$ cat config.mk
export PLATFORM = sky130hd
export DESIGN_NAME = life_gen_scheduler
export DESIGN_NICKNAME = d
export VERILOG_FILES = /design/src/rtl/life_gen_scheduler.sv
export SDC_FILE = /design/constraint.sdc
export NUM_CORES = 1
export LEC_CHECK = 0
export ABC_AREA = 1
export CAP_MARGIN = 25
export CORE_MARGIN = 2
export CORE_UTILIZATION = 48
export CTS_BUF_LIST = sky130_fd_sc_hd__clkbuf_8
export DETAILED_ROUTE_END_ITERATION = 6
export HOLD_SLACK_MARGIN = 0.12
export PLACE_DENSITY = 0.85
export SLEW_MARGIN = 0
export SYNTH_ARGS = -nofsm -noshare
export SYNTH_HDL_FRONTEND = slang
export SYNTH_SLANG_ARGS = --single-unit
$ cat constraint.sdc
create_clock -name clk -period 1.37 [get_ports clk]
set_input_delay 0.274 -clock clk [delete_from_list [all_inputs] [get_ports clk]]
set_output_delay 0.274 -clock clk [all_outputs]
set_load 0.01 [all_outputs]
$ cat src/rtl/life_gen_scheduler.sv
// life_gen_scheduler
//   Sequences Game of Life generation updates. At the start of vertical
//   blanking it launches a generation when one is due, streams every cell
//   index to the update engine over a valid/ready handshake, waits for the
//   engine to drain, then swaps the front/back cell buffers.
//
//   Optional feature (macro LIFE_SCHED_CLEAR_EN): adds a grid clear pass.
//   A clear request runs a full scan with cell_clear=1. It toggles buf_sel
//   but does not count as a generation.
//
// Ports:
//   clk, rst        clock, asynchronous active-high reset
//   frame_start     pulse at start of vertical blanking
//   run             level, free-running generations
//   step            pulse, single generation request while run=0
//   clear_overrun   pulse, clears the sticky overrun flag
//   clear           (LIFE_SCHED_CLEAR_EN) pulse, request a clear pass
//   cell_clear      (LIFE_SCHED_CLEAR_EN) current pass writes zeros
//   cell_valid/cell_ready/cell_row/cell_col  cell index stream to engine
//   engine_busy     engine still has writes in flight
//   buf_sel         front buffer select (display reads this one)
//   gen_count       completed generations, wraps
//   busy            scheduler not IDLE
//   overrun         sticky, frame_start seen while not IDLE
//
// state  | meaning
// IDLE   | waiting for a frame_start that launches a pass
// ISSUE  | presenting cell indices row-major to the engine
// DRAIN  | waiting for engine_busy to fall
// SWAP   | one cycle: toggle buf_sel, count the generation
module life_gen_scheduler #(
    parameter int GRID_W         = 14,
    parameter int GRID_H         = 14,
    parameter int COL_W          = 5,
    parameter int ROW_W          = 5,
    parameter int FRAMES_PER_GEN = 8,
    parameter int GEN_W          = 16
) (
    input  logic             clk,
    input  logic             rst,
    input  logic             frame_start,
    input  logic             run,
    input  logic             step,
    input  logic             clear_overrun,
`ifdef LIFE_SCHED_CLEAR_EN
    input  logic             clear,
    output logic             cell_clear,
`endif
    output logic             cell_valid,
    input  logic             cell_ready,
    output logic [ROW_W-1:0] cell_row,
    output logic [COL_W-1:0] cell_col,
    input  logic             engine_busy,
    output logic             buf_sel,
    output logic [GEN_W-1:0] gen_count,
    output logic             busy,
    output logic             overrun
);

    localparam int FC_W = (FRAMES_PER_GEN > 1) ? $clog2(FRAMES_PER_GEN) : 1;
    localparam logic [FC_W-1:0]  FC_LAST  = FC_W'(FRAMES_PER_GEN - 1);
    localparam logic [COL_W-1:0] COL_LAST = COL_W'(GRID_W - 1);
    localparam logic [ROW_W-1:0] ROW_LAST = ROW_W'(GRID_H - 1);

    typedef enum logic [1:0] {IDLE, ISSUE, DRAIN, SWAP} state_t;

    state_t           state, state_d;
    logic [FC_W-1:0]  frame_cnt, frame_cnt_d;
    logic             step_pending, step_pending_d;
    logic             cell_valid_d;
    logic [ROW_W-1:0] cell_row_d;
    logic [COL_W-1:0] cell_col_d;
    logic             buf_sel_d;
    logic [GEN_W-1:0] gen_count_d;
    logic             busy_d;
    logic             overrun_d;
    logic             step_req;
    logic             clear_go;
`ifdef LIFE_SCHED_CLEAR_EN
    logic             clear_pending, clear_pending_d;
    logic             cell_clear_d;
`endif

    always_ff @(posedge clk or posedge rst) begin
        if (rst) begin
            state        <= IDLE;
            frame_cnt    <= '0;
            step_pending <= 1'b0;
            cell_valid   <= 1'b0;
            cell_row     <= '0;
            cell_col     <= '0;
            buf_sel      <= 1'b0;
            gen_count    <= '0;
            busy         <= 1'b0;
            overrun      <= 1'b0;
`ifdef LIFE_SCHED_CLEAR_EN
            clear_pending <= 1'b0;
            cell_clear    <= 1'b0;
`endif
        end else begin
            state        <= state_d;
            frame_cnt    <= frame_cnt_d;
            step_pending <= step_pending_d;
            cell_valid   <= cell_valid_d;
            cell_row     <= cell_row_d;
            cell_col     <= cell_col_d;
            buf_sel      <= buf_sel_d;
            gen_count    <= gen_count_d;
            busy         <= busy_d;
            overrun      <= overrun_d;
`ifdef LIFE_SCHED_CLEAR_EN
            clear_pending <= clear_pending_d;
            cell_clear    <= cell_clear_d;
`endif
        end
    end

    always_comb begin
        state_d        = state;
        frame_cnt_d    = frame_cnt;
        step_pending_d = step_pending;
        cell_valid_d   = cell_valid;
        cell_row_d     = cell_row;
        cell_col_d     = cell_col;
        buf_sel_d      = buf_sel;
        gen_count_d    = gen_count;
        overrun_d      = overrun;
        step_req       = step && !run;
`ifdef LIFE_SCHED_CLEAR_EN
        clear_pending_d = clear_pending || clear;
        cell_clear_d    = cell_clear;
        clear_go        = clear_pending || clear;
`else
        clear_go        = 1'b0;
`endif

        if (step_req) begin
            step_pending_d = 1'b1;
        end

        // Set has priority over clear when both land in the same cycle.
        if (clear_overrun) begin
            overrun_d = 1'b0;
        end
        if (frame_start && (state != IDLE)) begin
            overrun_d = 1'b1;
        end

        if (!run) begin
            frame_cnt_d = '0;
        end

        case (state)
            IDLE: begin
                if (frame_start) begin
                    if (clear_go) begin
                        // Clear pass leaves any latched step waiting.
                        state_d      = ISSUE;
                        cell_valid_d = 1'b1;
                        frame_cnt_d  = '0;
`ifdef LIFE_SCHED_CLEAR_EN
                        clear_pending_d = 1'b0;
                        cell_clear_d    = 1'b1;
`endif
                    end else if ((run && (frame_cnt == FC_LAST)) || step_pending || step_req) begin
                        state_d        = ISSUE;
                        cell_valid_d   = 1'b1;
                        frame_cnt_d    = '0;
                        step_pending_d = 1'b0;
                    end else if (run) begin
                        frame_cnt_d = frame_cnt + 1'b1;
                    end
                end
            end
            ISSUE: begin
                if (cell_valid && cell_ready) begin
                    if (cell_col == COL_LAST) begin
                        cell_col_d = '0;
                        if (cell_row == ROW_LAST) begin
                            cell_row_d   = '0;
                            cell_valid_d = 1'b0;
                            state_d      = DRAIN;
                        end else begin
                            cell_row_d = cell_row + 1'b1;
                        end
                    end else begin
                        cell_col_d = cell_col + 1'b1;
                    end
                end
            end
            DRAIN: begin
                if (!engine_busy) begin
                    state_d = SWAP;
                end
            end
            SWAP: begin
                buf_sel_d = ~buf_sel;
                state_d   = IDLE;
`ifdef LIFE_SCHED_CLEAR_EN
                if (!cell_clear) begin
                    gen_count_d = gen_count + 1'b1;
                end
                cell_clear_d = 1'b0;
`else
                gen_count_d = gen_count + 1'b1;
`endif
            end
            default: begin
                state_d = IDLE;
            end
        endcase

        busy_d = (state_d != IDLE);
    end

endmodule

# Yosys cells after proc, flatten, opt, wreduce, memory -nomap -nowiden
# Index checks and enable logic that the tools add are counted.
[word_totals]
ff_bits = 36
in_bits = 8
out_inout_bits = 30
wordCells = 67
[classes]
n_addsub = 4
n_eq_ne = 11
n_mux = 26
bitwise = 1
reduce_logical = 15
[ops]
columns = ["op", "count"]
rows = [
  ["16-bit by 1-bit adder with 16-bit output (second input constant)", 1],
  ["3-bit 2-to-1 mux", 5],
  ["2-bit 2-to-1 mux", 6],
  ["1-bit 2-to-1 mux", 11],
  ["5-bit by 1-bit adder with 5-bit output (second input constant)", 2],
  ["5-bit by 4-bit equality test with 1-bit output (second input constant)", 2],
  ["5-bit 2-to-1 mux", 2],
  ["2-bit != test (second input constant)", 5],
  ["2-bit case mux with 4 select lines", 1],
  ["2-bit nonzero test", 4],
  ["6-bit AND reduction", 1],
  ["2-bit equality test (second input constant)", 2],
  ["1-bit logical AND", 4],
  ["3-bit by 1-bit adder with 3-bit output (second input constant)", 1],
  ["3-bit equality test (second input constant)", 1],
  ["3-bit AND reduction", 1],
  ["2-bit by 1-bit equality test with 1-bit output (second input constant)", 1],
  ["2-bit zero test", 1],
  ["1-bit logical OR", 2],
  ["1-bit case mux with 2 select lines", 1],
  ["2-bit AND reduction", 1],
  ["1-bit zero test", 1],
  ["1-bit inverter", 1],
]

# Logic depth before layout (Yosys ltp)
# Gate-level depths: netlist of the first run.
[logic_depth]
depth_word = 8
mapped_depth = 8
ltp_nobuf = 8

# Worst setup path before layout of the first run
# OpenSTA, ideal clock, no wires.
[synth_path]
path_kind = "register to register"
start = "register cell_col[1]"
end = "register cell_row[2]"
setup_time_ns = 0.117
arrival_time_ns = 1.225
required_ns = 1.253
setup_slack_ns = 0.028
stages_incl_launch_ff = 9
n_path_buf = 1
period_less_slack_ns = 1.342
path_cell_list = "dfrtp_1 -> inv_1 -> ha_1 -> nand4_2 -> nor2_4 -> buf_6 -> inv_1 -> nand2_1 -> nand2_1"
[synth_via]
elab_chain_len = 2
[synth_lines]
columns = ["item", "line", "source"]
rows = [
  ["start, declared", "52", "output logic [COL_W-1:0] cell_col,"],
  ["start signal, assigned", "106", "cell_col <= cell_col_d;"],
  ["5-bit by 4-bit equality test with 1-bit output", "177", "if (cell_col == COL_LAST) begin"],
  ["3-bit AND reduction (no source line)", "-", ""],
  ["end signal, assigned", "105", "cell_row <= cell_row_d;"],
  ["end, declared", "51", "output logic [ROW_W-1:0] cell_row,"],
]
# No other way between the ends.
# A chain may end at the register's enable or synchronous reset.

# Final worst setup path of the first run
[layout_path]
start = "register gen_count[1]"
end = "register gen_count[14]"
[layout_via]
elab_chain_len = 1
[layout_lines]
columns = ["item", "line", "source"]
rows = [
  ["start, declared", "55", "output logic [GEN_W-1:0] gen_count,"],
  ["start signal, assigned", "108", "gen_count <= gen_count_d;"],
  ["16-bit by 1-bit adder with 16-bit output", "205", "gen_count_d = gen_count + 1'b1;"],
]
# No other way between the ends.

==> results of run 1 <==
## final cells by class
class | instances | area [um^2] | area share
tap | 48 | 60.1 | 0.0229
multi-input combinational | 146 | 907 | 0.346
sequential | 36 | 906 | 0.345
inverter | 29 | 109 | 0.0415
timing repair buffer | 63 | 566 | 0.215
clock inverter | 2 | 8.76 | 0.00334
clock buffer | 5 | 68.8 | 0.0262
## tightest hold or removal path, stage by stage
cell,delay [ns]
clkdlybuf4s50_1,0.40
inv_1,0.10
buf_12,0.22
## power by group
part           switching, W  internal, W  total (W)  leakage, nW
clock              0.000368     0.000338   0.000706       0.0452
sequential         0.000239      0.00131    0.00155        0.453
combinational      0.000750     0.000725    0.00148        0.839
## metrics by stage
step / hold slack [ns] / instances / util / setup slack, ns / area, um^2
after floorplan: 0.381 / 213 / - / 0.0276 / 1860
after global placement: 0.463 / 309 / 0.650 / -0.0969 / 2400
after detailed placement: 0.469 / 309 / 0.650 / -0.180 / 2400
after CTS: 0.348 / 325 / 0.687 / 0.000659 / 2530
after global routing: 0.361 / 329 / 0.712 / -0.0730 / 2630
final: 0.341 / 329 / 0.712 / 0.0354 / 2630
## layer usage
metal  up-vias  global-route usage  wire (um)
met1       735               0.249       1770
met2        39               0.323       2030
met5         -                   0          0
li1        810                   -          -
met3         4              0.0426        154
met4         0              0.0918         44
## state kept, by name, summed over array words and instances (netlist names)
signal,count
gen_count,16
cell_col,5
cell_row,5
frame_cnt,3
state,2
buf_sel,1
busy,1
cell_valid,1
overrun,1
step_pending,1
## worst max-delay path by stage
stage                 startpoint  cells past startpoint       endpoint
floorplan            cell_col[1]                      8    cell_row[2]
global placement      cell_ready                      7    cell_row[0]
detailed placement    cell_ready                      7    cell_row[0]
CTS                 gen_count[1]                      6  gen_count[12]
global route        gen_count[0]                      8   gen_count[9]
finish              gen_count[1]                      7  gen_count[14]
## placed cells by master (no fill, tap or decap), types with 2 or more instances in the layout
master	n
nand3_1	13
inv_2	2
ha_1	5
xnor2_1	7
clkdlybuf4s50_1	7
nand2_1	45
nor3_2	4
xor2_1	8
nor2_1	20
nand4_1	6
dfrtp_2	4
nand2_2	5
dfrtp_1	32
nor2_2	2
nor2_4	6
nand3_2	2
o21ai_0	6
o21ai_1	3
clkbuf_8	5
buf_12	3
buf_4	23
dlygate4sd2_1	30
a21oi_1	3
inv_1	28
## timing repair
item | in CTS | in global routing
hold buffers | 0 | 0
endpoints found under the setup margin | 33 | 18
pin swaps | 1 | 5
resized for setup | 34 | 17
setup buffers | 9 | 4
## cell families after synthesis
logic type / Yosys count / share of synthesized area
and+or+nand+nor: 107 / 0.282
DFF: 36 / 0.484
buffers and inverters: 31 / 0.0672
AOI/OAI and AO/OA: 17 / 0.0491
xor gates and xnor gates: 15 / 0.0706
adders and majority gates: 7 / 0.0470
==> out/metrics.csv, run 1 <==
stage,metric,value,unit
timing,fmax,749,MHz
die,Vert. Die Dim,66.3,um
synth,YS warnings,0,
timing,final setup vio count,0,
clock_tree,CTS tree,built,
die,Die W,66.3,um
setup_path,Crit Path Max Fanout,4,
min_path,class of the worst hold path,in2async,
global_routing,GR Overflow Total,0,
clock_tree,root buf cell,clkbuf_8,
place,IO buf count,37,
place,post-DP HPWL,2810,um
synth,Synth area leader,dfrtp_1,
synth,post-synth net total,228,
setup_path,Worst path top cell family by delay,simple AND/OR/NAND/NOR gates,
timing,Fin. Hold Viols,0,
setup_path,crit path cell chain,ha_2 -> nand3_2 -> nor2_4 -> nand4_1 -> nand2_1 -> inv_1 -> nor2_1,
power_and_ir_drop,Power Dens Cells,1420,nW/um^2
die,core area,3690,um^2
routing,number of routed nets with antenna violations,0,
synth,Post-Syn Instances,213,
layout,# nets final,296,
clock_tree,total CTS buffers,5,
clock_tree,clk sink count,36,
setup_path,Critical path buffers and inverters,1,
setup_path,"Largest stage delay, worst path",0.40,ns
power_and_ir_drop,Static Leak,1.34,nW
layout,Filler cells,291,
clock_tree,H-tree level count,2,
setup_path,Critical-path top delay cell,dfrtp_1,
setup_path,crit path capture type,flip-flop,
routing,drt total wl,4010,um
routing,Pre-antenna DRT Iters,4,
global_routing,first-pass GRT wire length,6570,um
power_and_ir_drop,Pwr Total,0.00373,W
die,die area,4390,um^2
setup_path,FF-to-FF path depth,7,
setup_path,Setup CP Type,reg2reg,
synth,most common cell in the netlist,nand2_1,
setup_path,FF-to-FF setup slack,0.04,ns
synth,post-synth top area share,0.484,
die,FP Rows,22,
global_routing,vias in the first global route,1517,
die,top-level port count,38,
timing,Final Slew Violations,0,
clock_tree,Worst-Skew Late Latency,0.29,ns
timing,Final Skew,0.00809,ns
die,Initial Util,0.505,
timing,Setup TNS,0,ns
global_routing,largest net degree at the start of global routing,37,
setup_path,RR Startpoint,gen_count[1],
outcome,status,"complete, no violations",
setup_path,CP startpoint kind,flip-flop,
synth,"EDFF count, synth",0,
synth,Async SR Flop Fraction,1.00,
timing,setup repair after global routing missed its margin,true,
timing,Final min period,1.33,ns
layout,# diodes,0,
synth,mapped cell area,1860,um^2
timing,Slew headroom,0.772,
run,max_cap viols,0,
routing,Via-to-Cell Ratio,4.83,
synth,"Avg Cell Area, Syn",8.74,um^2
synth,synth unique cells,27,
routing,via count,1588,
routing,DR WL/cell,12.2,um
routing,# DRC,0,
layout,area grow syn2layout,41.0,%
timing,Worst-Margin Slew,0.340,ns
routing,1st-iter DRT viols,107,
setup_path,Worst Path Arrival,1.55,ns
global_routing,GRT Total Usage,0.198,
layout,layout cell share with drive strength beyond 1,0.231,
synth,Yosys reg bits,36,
setup_path,FF-to-FF End,gen_count[14],
clock_tree,"Reg clk slew, reported paths",0.07,ns
timing,ratio of final minimum period to clock period,0.974,
synth,"top cells by area, synth","dfrtp_1, nand2_1, inv_1",
global_routing,initial antenna violation count,0,
power_and_ir_drop,worst-case vdd ir drop,1.02,mV
place,GPL Wtd Cong,0.819,
synth,sequential share of the synthesized area,0.484,
synth,most frequent cells after synthesis,"nand2_1, dfrtp_1, inv_1",
synth,Main synth FF type,dfrtp_1,
setup_path,Worst Path Required,1.59,ns
clock_tree,Longest Clk Path Bufs,2,
Power figures use the tool's default switching activity.
==> run 2: changes to the inputs <==
SKIP_LAST_GASP = 1   (was not set)
==> run 2 against run 1 <==
Compared with the run above: sequential power hardly changed; first-iteration DRC count is 29% lower; utilization is 0.51 points higher; critical path type unchanged; combinational power hardly changed; routed wire length is 1.2% lower.
==> out/metrics.csv, run 2 (synthesized netlist as in run 1, its figures left out) <==
stage,metric,value,unit,change
power_and_ir_drop,Power Dens Cells,1420,nW/um^2,-0.39%
timing,Worst-Margin Slew,0.222,ns,-0.119 ns
layout,# nets final,296,,unchanged
global_routing,GR Overflow Total,0,,unchanged
global_routing,vias in the first global route,1532,,+0.99%
layout,max FFs per register,16,,unchanged
place,IO buf count,37,,unchanged
timing,worst setup margin,0.0333,ns,-0.00207 ns
layout,area grow syn2layout,42.0,%,
min_path,class of the worst hold path,in2async,,
clock_tree,Longest Clk Path Bufs,2,,unchanged
layout,layout cell share with drive strength beyond 1,0.238,,+0.00712
global_routing,largest net degree at the start of global routing,37,,unchanged
clock_tree,Worst-Skew Late Latency,0.29,ns,about the same
timing,ratio of final minimum period to clock period,0.976,,+0.00151
setup_path,Critical path buffers and inverters,1,,unchanged
die,FP Rows,22,,unchanged
outcome,status,"complete, no violations",,
timing,Final min period,1.34,ns,+0.00207 ns
run,max_cap viols,0,,unchanged
place,Post-DP Area,2400,um^2,unchanged
routing,Pre-antenna DRT Iters,4,,unchanged
timing,setup repair after global routing missed its margin,true,,
clock_tree,total CTS buffers,5,,unchanged
routing,via count,1611,,+1.4%
setup_path,Worst Path Required,1.59,ns,about the same
setup_path,FF-to-FF setup slack,0.03,ns,about the same
clock_tree,CTS tree,built,,
setup_path,CP startpoint kind,flip-flop,,
die,top-level port count,38,,unchanged
clock_tree,root buf cell,clkbuf_8,,
layout,"commonest non-fill, non-tap cell in the layout",nand2_1,,
clock_tree,H-tree level count,2,,unchanged
place,post-DP HPWL,2810,um,unchanged
die,Vert. Die Dim,66.3,um,unchanged
timing,Final Skew,0.00663,ns,-0.00146 ns
place,pre-CTS WS,-0.180,ns,unchanged
setup_path,Worst Path Arrival,1.56,ns,about the same
global_routing,first-pass GRT wire length,6600,um,+0.43%
layout,# diodes,0,,unchanged
clock_tree,clk sink count,36,,unchanged
setup_path,Worst path top cell family by delay,simple AND/OR/NAND/NOR gates,,
die,die area,4390,um^2,unchanged
global_routing,initial antenna violation count,0,,unchanged
routing,1st-iter DRT viols,76,,-29%
layout,Layout Utilization,0.717,,+0.00509
timing,Slew headroom,0.852,,+0.0799
layout,"commonest non-fill, non-tap cells in the layout","nand2_1, dfrtp_1, dlygate4sd2_1, inv_1, buf_4",,
setup_path,Setup CP Type,reg2reg,,
die,core area,3690,um^2,unchanged
die,Die W,66.3,um,unchanged
timing,Fin. Hold Viols,0,,unchanged
power_and_ir_drop,worst-case vdd ir drop,1.03,mV,+0.79%
routing,number of routed nets with antenna violations,0,,unchanged
setup_path,"Largest stage delay, worst path",0.41,ns,about the same
setup_path,Crit Path Max Fanout,4,,unchanged
layout,Top reg by flops,gen_count,,
clock_tree,"Reg clk slew, reported paths",0.07,ns,about the same
place,GPL Wtd Cong,0.819,,unchanged
layout,final instance area,2640,um^2,+0.72%
routing,drt total wl,3960,um,-1.2%
timing,fmax,748,MHz,-0.15%
routing,Via-to-Cell Ratio,4.90,,+1.4%
timing,final setup vio count,0,,unchanged
timing,Final Slew Violations,0,,unchanged
setup_path,Critical-path top delay cell,dfrtp_1,,
routing,DR WL/cell,12.0,um,-1.2%
routing,# DRC,0,,unchanged
setup_path,crit path capture type,flip-flop,,
die,Initial Util,0.505,,unchanged
global_routing,GRT Total Usage,0.199,,+0.000723
layout,biggest regs,"gen_count x16, cell_col x5, cell_row x5",,
setup_path,crit path cell chain,ha_2 -> nand3_4 -> nor2_4 -> nand4_1 -> nand2_1 -> inv_1 -> nor2_1,,
power_and_ir_drop,Static Leak,1.35,nW,+0.61%
run 2: metal layers:
| metal | global-route usage | vias to the layer above | part of all wire |
|---|---|---|---|
| met3 | 0.0426 | 8 | 0.039 |
| met2 | 0.323 | 42 | 0.50 |
| met4 | 0.0969 | 0 | 0.020 |
| li1 | - | 809 | - |
| met1 | 0.249 | 752 | 0.44 |
| met5 | 0 | - | 0 |
run 2: layout make-up:
class / instances / area (um^2)
clock inverter: 2 / 8.76
timing repair buffer: 63 / 569
sequential: 36 / 906
fill: 287 / 1040
tap: 48 / 60.1
clock buffer: 5 / 68.8
multi-input combinational: 146 / 922
inverter: 29 / 109
run 2: repair_timing:
| item | CTS | global route |
|---|---|---|
| pin swaps | 1 | 5 |
| buffers inserted | 9 | 4 |
| hold buffers | 0 | 0 |
| resized for setup | 32 | 22 |
| endpoints found under the hold margin | 0 | 0 |
| endpoints found under the setup margin | 33 | 19 |
run 2: worst paths after layout:
kind	startpoint	depth (start not counted)	to
max	gen_count[1]	7	gen_count[14]
min	rst	3	gen_count[1]
max reg2reg	gen_count[1]	7	gen_count[14]
min reg2reg	buf_sel	1	buf_sel
max in group asynchronous	rst	3	state[0]
min in group clk	buf_sel	1	buf_sel
run 2: report_power, final:
part           switching [W]  leakage (nW)  internal, W
registers           0.000241         0.453      0.00131
logic               0.000755         0.847     0.000732
clock network       0.000366        0.0452     0.000338
total                0.00136          1.35      0.00238
run 2: through the flow:
stage	TNS [ns]	hold slack, ns	power [W]	std cells
after global placement	-0.767	0.463	0.00296	309
after floorplan	0	0.381	0.00227	213
final	0	0.336	0.00374	329
after detailed placement	-1.16	0.469	0.00303	309
after global routing	-0.157	0.356	0.00403	329
after CTS	-0.177	0.348	0.00362	325
run 2: tightest hold or removal path: cells and delay by family:
| kind | cells | cell delay [ns] |
|---|---|---|
| buffers and inverters | 3 | 0.72 |
==> run 3: changes to the inputs <==
TNS_END_PERCENT = 30   (was not set)
==> run 3 against run 2 <==
Compared with the run above: the run now ends with setup timing left; power decreased by 0.82%; design area decreased by 1.2%; global-route usage is 0.40 points lower; clock skew about the same; critical path depth decreased by 6; register-to-register slack worse by 0.09 ns; maximum frequency shrank 12%; combinational power hardly changed; clock power is 1% lower.
==> out/metrics.csv, run 3 (synthesized netlist as in run 1, its figures left out) <==
stage,metric,value,unit,change
outcome,status,"finished, violations left",,
outcome,failing checks,setup timing,,
clock_tree,Hold Buf Count CTS,0,,unchanged
clock_tree,Longest Clk Path Bufs,2,,unchanged
place,DP Cell Count,309,,unchanged
setup_path,FF-to-FF End,cell_row[0],,
timing,final setup vio count,13,,+13
setup_path,"Largest stage delay, worst path",0.56,ns,+0.15 ns
setup_path,Worst Path Arrival,1.24,ns,-0.32 ns
power_and_ir_drop,Pwr Total,0.00371,W,-0.82%
timing,fmax,660,MHz,-12%
layout,Reg area,903,um^2,-0.28%
place,GPL Wtd Cong,0.819,,unchanged
setup_path,Critical-path top delay cell,clkdlybuf4s50_1,,
routing,Routed met3 length,154,um,-1.3%
timing,Final Skew,0.00694,ns,+0.000313 ns
layout,Non-Filler Instances,328,,-0.30%
clock_tree,root buf cell,clkbuf_8,,
timing,Slew headroom,0.771,,-0.0813
power_and_ir_drop,Static Leak,1.42,nW,+5.9%
layout,area occupied by multi-input gates,865,um^2,-6.2%
setup_path,CP Depth,1,,-6
power_and_ir_drop,Power Dens Cells,1420,nW/um^2,+0.36%
setup_path,FF-to-FF path depth,6,,-1
global_routing,GR Overflow Total,0,,unchanged
layout,Layout Utilization,0.708,,-0.00848
die,top-level port count,38,,unchanged
routing,wire length on met2,1840,um,-7.6%
setup_path,FF-to-FF setup slack,-0.06,ns,-0.09 ns
routing,drt total wl,3760,um,-4.9%
routing,DR WL/cell,11.5,um,-4.6%
layout,max FFs per register,16,,unchanged
die,Initial Util,0.505,,unchanged
run,max_cap viols,0,,unchanged
die,Die W,66.3,um,unchanged
routing,1st-iter DRT viols,87,,+14%
global_routing,vias in the first global route,1504,,-1.8%
clock_tree,Worst-Skew Late Latency,0.29,ns,about the same
setup_path,CP startpoint kind,flip-flop,,
place,Post-DP Area,2400,um^2,unchanged
timing,Final Slew Violations,0,,unchanged
setup_path,crit path cell chain,clkdlybuf4s50_1,,
global_routing,initial antenna violation count,0,,unchanged
global_routing,largest net degree at the start of global routing,37,,unchanged
timing,ratio of final minimum period to clock period,1.11,,+0.130
routing,number of routed nets with antenna violations,0,,unchanged
global_routing,first-pass GRT wire length,6440,um,-2.3%
setup_path,Critical path buffers and inverters,1,,unchanged
die,Vert. Die Dim,66.3,um,unchanged
clock_tree,clk sink count,36,,unchanged
layout,Top reg by flops,gen_count,,
global_routing,GRT Total Usage,0.195,,-0.00405
timing,setup repair after global routing missed its margin,true,,
clock_tree,"Reg clk slew, reported paths",0.07,ns,about the same
setup_path,Worst path top cell family by delay,buffers and inverters,,
routing,Post-Route M1 WL,1700,um,-1.6%
setup_path,Worst Path Required,1.10,ns,-0.49 ns
layout,final instance area,2610,um^2,-1.2%
min_path,class of the worst hold path,in2async,,
setup_path,Critical Path End,cell_col[3],,
place,post-DP HPWL,2810,um,unchanged
die,core area,3690,um^2,unchanged
place,pre-CTS WS,-0.180,ns,unchanged
routing,Via-to-Cell Ratio,4.78,,-2.4%
setup_path,crit path capture type,output port,,
timing,Worst-Margin Slew,0.342,ns,+0.121 ns
routing,Pre-antenna DRT Iters,4,,unchanged
die,FP Rows,22,,unchanged
power_and_ir_drop,worst-case vdd ir drop,0.998,mV,-3.3%
clock_tree,total CTS buffers,5,,unchanged
layout,biggest regs,"gen_count x16, cell_col x5, cell_row x5",,
layout,"commonest non-fill, non-tap cell in the layout",nand2_1,,
layout,# nets final,295,,-0.34%
timing,Fin. Hold Viols,0,,unchanged
setup_path,Setup CP Type,reg2out,,
clock_tree,CTS tree,built,,
die,die area,4390,um^2,unchanged
routing,via count,1567,,-2.7%
layout,area grow syn2layout,40.3,%,
layout,# diodes,0,,unchanged
clock_tree,H-tree level count,2,,unchanged
setup_path,Crit Path Max Fanout,4,,unchanged
timing,worst setup margin,-0.145,ns,-0.178 ns
routing,max layer used,met4,,
layout,Filler cells,284,,-1.0%
timing,Final min period,1.51,ns,+0.178 ns
layout,layout cell share with drive strength beyond 1,0.189,,-0.0491
routing,# DRC,0,,unchanged
setup_path,RR Startpoint,cell_col[1],,
setup_path,Worst Setup SP,cell_col[3],,
place,IO buf count,37,,unchanged
layout,"commonest non-fill, non-tap cells in the layout","nand2_1, dfrtp_1, inv_1, buf_4, nor2_1",,
[run 3: cell types whose count changed in the layout (fill, tap and decap cells not counted), moves of 3 or more]
cell	before	now
dlygate4sd2_1	29	8
clkdlybuf4s50_1	7	19
dlymetal6s2s_1	1	10
nor2_1	18	21
[run 3: worst min-delay path by stage]
stage              endpoint  slack (ns)          start  depth (start not counted)
6_report       gen_count[1]        0.34            rst                          3
3_5_place_dp        buf_sel        0.47        buf_sel                          1
2_1_floorplan       overrun        0.38  clear_overrun                          1
5_1_grt         cell_row[2]        0.35            rst                          3
4_1_cts        gen_count[1]        0.35            rst                          3
3_3_place_gp        buf_sel        0.46        buf_sel                          1
[run 3: what timing repair did]
item / 4_1_cts / 5_1_grt
setup buffers: 5 / 7
gates resized for setup: 10 / 16
endpoints found under the setup margin: 33 / 43
pin swaps: 0 / 3
[run 3: power breakdown]
part | switching, W | total (W) | internal [W] | leakage [nW]
combinational | 0.000701 | 0.00149 | 0.000787 | 0.924
sequential | 0.000221 | 0.00153 | 0.00131 | 0.455
clock | 0.000358 | 0.000696 | 0.000338 | 0.0452
[run 3: area by class of cell]
type / instances / share of cell area
clock buffers: 5 / 0.0263
clock inverters: 2 / 0.00335
inverters: 29 / 0.0417
multi-input cells: 146 / 0.331
flip-flops and latches: 36 / 0.346
well taps: 48 / 0.0230
repair buffers: 62 / 0.229
[run 3: worst register-to-register path: cells and delay by family, from the launching register on]
| family | cells | cell delay (ns) |
|---|---|---|
| AOI/OAI and AO/OA | 2 | 0.26 |
| adders and majority gates | 1 | 0.20 |
| buffers and inverters | 1 | 0.09 |
| DFF | 1 | 0.40 |
| and+or+nand+nor | 2 | 0.37 |
[run 3: stage by stage]
step / setup TNS (ns) / hold slack, ns
final: -1.23 / 0.340
after global routing: -2.94 / 0.353
after detailed placement: -1.16 / 0.469
after floorplan: 0 / 0.381
after CTS: -2.94 / 0.348
after global placement: -0.767 / 0.463
[run 3: layer usage]
layer  up-vias  GRT usage
li1        808          -
met1       720      0.245
met2        33      0.314
met3         6     0.0426
met4         0     0.0969
met5         -          0
